File: src/rtl/icache_rd_responder.sv
// Direct-mapped, read-only instruction cache responder: same-cycle hits,
// 4-word line fill from a req/ack backing memory on a miss.
module icache_rd_responder #(
  parameter int LINES = 8
) (
  input  logic        clk,
  input  logic        rst_n,
  input  logic [15:0] Addr,
  input  logic        Rd,
  input  logic        Wr,
  input  logic        inv,
  input  logic [15:0] mem_rdata,
  input  logic        mem_ack,
  output logic [15:0] DataOut,
  output logic        Done,
  output logic        Stall,
  output logic        CacheHit,
  output logic        valid,
  output logic        err,
  output logic [15:0] mem_addr,
  output logic        mem_rd
);
  localparam int IDX = $clog2(LINES);
  localparam int TW  = 13 - IDX;

  typedef enum logic [1:0] {IDLE, FILL, RESP} state_t;

  state_t           state_q, state_d;
  logic [LINES-1:0] vld_q, vld_d;
  logic [15:1]      addr_q, addr_d;
  logic [1:0]       cnt_q, cnt_d;
  logic             inv_pend_q, inv_pend_d;
  logic             fill_we;

  logic [TW-1:0] tag_mem_q  [LINES];
  logic [15:0]   data_mem_q [LINES][4];

  logic [IDX-1:0] req_idx, fill_idx;
  logic [TW-1:0]  req_tag, fill_tag;
  logic [1:0]     req_off, fill_off;
  logic           hit, bad_req;

  assign req_idx  = Addr[IDX+2:3];
  assign req_tag  = Addr[15:IDX+3];
  assign req_off  = Addr[2:1];
  assign fill_idx = addr_q[IDX+2:3];
  assign fill_tag = addr_q[15:IDX+3];
  assign fill_off = addr_q[2:1];

  assign hit     = vld_q[req_idx] && (tag_mem_q[req_idx] == req_tag);
  assign bad_req = Wr | Addr[0];

  // Address is a pure function of the latched line and word counter, so it
  // only moves when cnt advances on an ack (or a new miss is latched).
  assign mem_addr = {addr_q[15:3], cnt_q, 1'b0};

  always_comb begin
    state_d    = state_q;
    vld_d      = vld_q;
    addr_d     = addr_q;
    cnt_d      = cnt_q;
    inv_pend_d = inv_pend_q;
    fill_we    = 1'b0;
    DataOut    = '0;
    Done       = 1'b0;
    Stall      = 1'b0;
    CacheHit   = 1'b0;
    valid      = 1'b0;
    err        = 1'b0;
    mem_rd     = 1'b0;
    case (state_q)
      IDLE: begin
        // Clear lands at the edge; this cycle's lookup still sees old valids.
        if (inv || inv_pend_q) begin
          vld_d      = '0;
          inv_pend_d = 1'b0;
        end
        if (Rd) begin
          if (bad_req) begin
            Done = 1'b1;
            err  = 1'b1;
          end else if (hit) begin
            Done     = 1'b1;
            CacheHit = 1'b1;
            valid    = 1'b1;
            DataOut  = data_mem_q[req_idx][req_off];
          end else begin
            Stall   = 1'b1;
            addr_d  = Addr[15:1];
            cnt_d   = 2'd0;
            state_d = FILL;
          end
        end
      end
      FILL: begin
        Stall  = 1'b1;
        mem_rd = 1'b1;
        if (inv) inv_pend_d = 1'b1;
        if (mem_ack) begin
          fill_we = 1'b1;
          if (cnt_q == 2'd3) begin
            vld_d[fill_idx] = 1'b1;
            state_d         = RESP;
          end else begin
            cnt_d = cnt_q + 2'd1;
          end
        end
      end
      RESP: begin
        Done    = 1'b1;
        valid   = 1'b1;
        DataOut = data_mem_q[fill_idx][fill_off];
        if (inv) inv_pend_d = 1'b1;
        state_d = IDLE;
      end
      default: state_d = IDLE;
    endcase
  end

  always_ff @(posedge clk or negedge rst_n) begin
    if (!rst_n) begin
      state_q    <= IDLE;
      vld_q      <= '0;
      addr_q     <= '0;
      cnt_q      <= '0;
      inv_pend_q <= 1'b0;
    end else begin
      state_q    <= state_d;
      vld_q      <= vld_d;
      addr_q     <= addr_d;
      cnt_q      <= cnt_d;
      inv_pend_q <= inv_pend_d;
    end
  end

  // Tag/data storage needs no reset: every use is gated by the valid bits.
  always_ff @(posedge clk) begin
    if (fill_we) begin
      data_mem_q[fill_idx][cnt_q] <= mem_rdata;
      if (cnt_q == 2'd3) tag_mem_q[fill_idx] <= fill_tag;
    end
  end

endmodule

File: config.mk
export PLATFORM = sky130hd
export DESIGN_NAME = icache_rd_responder
export DESIGN_NICKNAME = d
export VERILOG_FILES = /design/src/rtl/icache_rd_responder.sv
export SDC_FILE = /design/constraint.sdc
export NUM_CORES = 1
export LEC_CHECK = 0
export CORE_ASPECT_RATIO = 0.7
export CORE_MARGIN = 8
export CORE_UTILIZATION = 35
export CTS_BUF_LIST = sky130_fd_sc_hd__clkbuf_4 sky130_fd_sc_hd__clkbuf_8 sky130_fd_sc_hd__clkbuf_16
export CTS_CLUSTER_DIAMETER = 100
export CTS_CLUSTER_SIZE = 12
export DETAILED_ROUTE_END_ITERATION = 16
export HOLD_SLACK_MARGIN = 0.06
export SLEW_MARGIN = 20
export SYNTH_ARGS = -nofsm -noshare
export SYNTH_HDL_FRONTEND = slang
export SYNTH_SLANG_ARGS = --single-unit
export TNS_END_PERCENT = 10
File: constraint.sdc
create_clock -name clk -period 4.16 [get_ports clk]
set_input_delay 1.04 -clock clk [delete_from_list [all_inputs] [get_ports clk]]
set_output_delay 1.04 -clock clk [all_outputs]
set_load 0.01 [all_outputs]
==> flow_metrics.tcl <==
set metrics [dict create \
    path_clk_slew_ns 0.07 \
    initial_utilization_pct 35.1 \
    fp.dieH_um 253 \
    postCtsHoldBufs 0 \
    crit_fanout 6 \
    rsz0062_at_grt "true" \
    drt-initial-drc-count 2848 \
    yosys.area.top_type "edfxtp_1" \
    setup.worst_path.start "Addr[3]" \
    post-synth-top-count-cell "edfxtp_1" \
    p_leak_uw 0.0108 \
    r2r_start "addr_q[4]" \
    root_buffer "clkbuf_16" \
    port_buffers 74 \
    outcome "complete, but fails checks" \
    critPathMostFrequentCell "buf_6" \
    cts_buffers 57 \
    grt_max_degree 53 \
    yosys-top-cells-area "edfxtp_1, mux4_2, mux2i_1" \
    grt_overflow 0 \
    clockBufferDepth 3 \
    antenna_found_initial 2 \
    crit_path_start_kind "input port" \
    dieArea_mm2 0.0898 \
    ys_seq_area_share_pct 65.8 \
    synth_area_per_cell_um2 16.7 \
    placed_cell_area_mm2 0.0314 \
    post-route-period-util_pct 109 \
    stdcell_count 2929 \
    max_stage_delay_ns 0.51 \
    min_path_type "reg -> reg" \
    final_area_mm2 0.0335 \
    syn-cell-area_mm2 0.0281 \
    drive_gt1_share_pct 30.4 \
    cp.arrival_ns 3.51 \
    grt_pass1_vias 18017 \
    async_flop_share_pct 4.52 \
    synth_common_cells "edfxtp_1, mux4_2, nor2_1" \
    routed_wl_um 94300 \
    p_per_area_mw_per_mm2 547 \
    place_congestion 0.847 \
    cts_sinks 620 \
    cap_violations 0 \
    fin_worst_skew_ns 0.0198 \
    cts_tree "done" \
    dp_slack_ns -1.13 \
    cts.htree.levels 2 \
    yosysUniqueCellTypes 60 \
    ys_ff_latch 620 \
    fmax_ghz 0.220 \
    core_mm2 0.0800 \
    hold_viol_final 0 \
    dp.cells 2839 \
    slowest_stage "mux4_2" \
    syn_to_final_growth_pct 19.1 \
    nNetsFinal 1889 \
    tightest_slew_ns 1.08 \
    min_period_ns 4.55 \
    grt_pass1_wl_um 134000 \
    synth_cells 1681 \
    path_class "in -> out" \
    fin_setup_tns_ns -5.93 \
    first_pass_iters 7 \
    io_pins 76 \
    ant_nets 0 \
    setup_viol 20 \
    drv_slew 0 \
    slew_headroom_pct 27.9 \
    drc 0 \
    routed-via-count 18300 \
    setup_slack_ns -0.392 \
    ys.flop_type "edfxtp_1" \
    crit_buf_inv 5 \
    grt_usage_pct 20.4 \
    hp-start "vld_q[3]" \
    critPathRequiredTime_ns 3.12 \
    insertion_delay_ns 0.62 \
    crit_chain "buf_16 > mux4_2 > mux2i_2 > xor2_1 > nand4_1 > buf_4 > nor4_4 > nand2_2 > buf_6 > buf_12 > o22ai_4 > buf_6" \
    hold_slack_ns 0.503 \
    synth_edf_count 592 \
    cp_top_family "buffers and inverters" \
    yosys.area.top_type_share_pct 63.3 \
    viasPerCell 6.25 \
    cp-end-kind "primary output" \
    wl_per_cell_um 32.2 \
    vdd_drop_max_v 0.000422 \
    placementRows 87 \
    hpwl_um 58000 \
    syn-num-nets 1726 \
    violations "negative setup slack" \
    die-width_um 355 \
    ys_warn_count 0 \
]
## per-layer routing
metal	routed length [um]	global-route usage, %	up-vias	share of wire, %
met1	38200	29.7	9394	40
met4	2550	5.25	0	2.7
li1	-	-	7238	-
met5	0	0	-	0
met2	40200	29.9	1464	43
met3	13400	5.69	204	14
## tightest hold or removal path, cell delays in order, from the launching register on
cell and delay (ns):
dfrtp_1 0.35, a21oi_1 0.04, nor2_1 0.07
## path summary, 6_finish.rpt
check                                  end  slack (ns)  cells after the start
max                             DataOut[9]       -0.39                     12
min in group asynchronous       addr_q[14]        0.94                      1
max in group asynchronous       addr_q[11]        2.47                      2
min                               vld_q[3]        0.50                      2
min reg2reg                       vld_q[3]        0.50                      2
max reg2reg                tag_mem_q[1][7]        1.24                      6
## per-stage QoR
stage	power, uW	util, %
final	18300	41.8
after global routing	18800	41.8
after CTS	18200	41.8
after detailed placement	13300	39.3
after global placement	13200	39.3
after floorplan	10600	-
## flip-flops by register name, summed over array words and instances, names as in the netlist
name	flops
addr_q	15
cnt_q	2
data_mem_q	512
inv_pend_q	1
state_q	2
tag_mem_q	80
vld_q	8
## report_power, final
group          internal (uW)  switching [uW]  total, uW  leakage [uW]
logic                   2280            3560       5840       0.00435
registers               7190             409       7600       0.00567
clock network           2610            2260       4870      0.000795
## layout by cell type (no fill, tap or decap), types with 24 or more instances in the layout
cell type	instances
a22oi_1	78
mux2i_1	78
buf_12	37
nand4_1	29
nor2_2	24
edfxtp_1	592
clkbuf_16	57
nand3_1	25
clkdlybuf4s50_1	42
mux4_2	185
buf_4	119
nor2_1	61
o21ai_0	50
a221oi_1	27
nand2_1	87
a21oi_1	73
## layout make-up
cell class	instances	area [um2]
Fill cell	7045	46500
Sequential cell	620	18500
Clock buffer	70	1520
Antenna cell	2	5.00
Timing Repair Buffer	245	2650
Tap cell	1068	1340
Inverter	12	45.0
Clock inverter	4	71.3
Multi-Input combinational cell	908	9350
## what timing repair did
action / in CTS / in global routing
pin swaps: 19 / 5
endpoints found under the hold margin: 0 / 0
gates resized for setup: 137 / 7
endpoints found under the setup margin: 20 / 20
setup buffers: 10 / 0
gates cloned: 7 / 0
## logic make-up (layout without fill, tap and decap cells)
family	after synthesis	in the layout	synth area share, %
AND/OR/NAND/NOR	271	271	4.43
flip-flops	620	620	65.8
XOR/XNOR	7	7	0.218
AO/OA/AOI/OAI	326	326	7.85
buffers and inverters	153	331	2.40
multiplexers	296	296	19.0
other	1	3	0.0133
adder cells (fa/ha/maj)	7	7	0.312
Note: power is estimated with default switching activity, not from simulation.
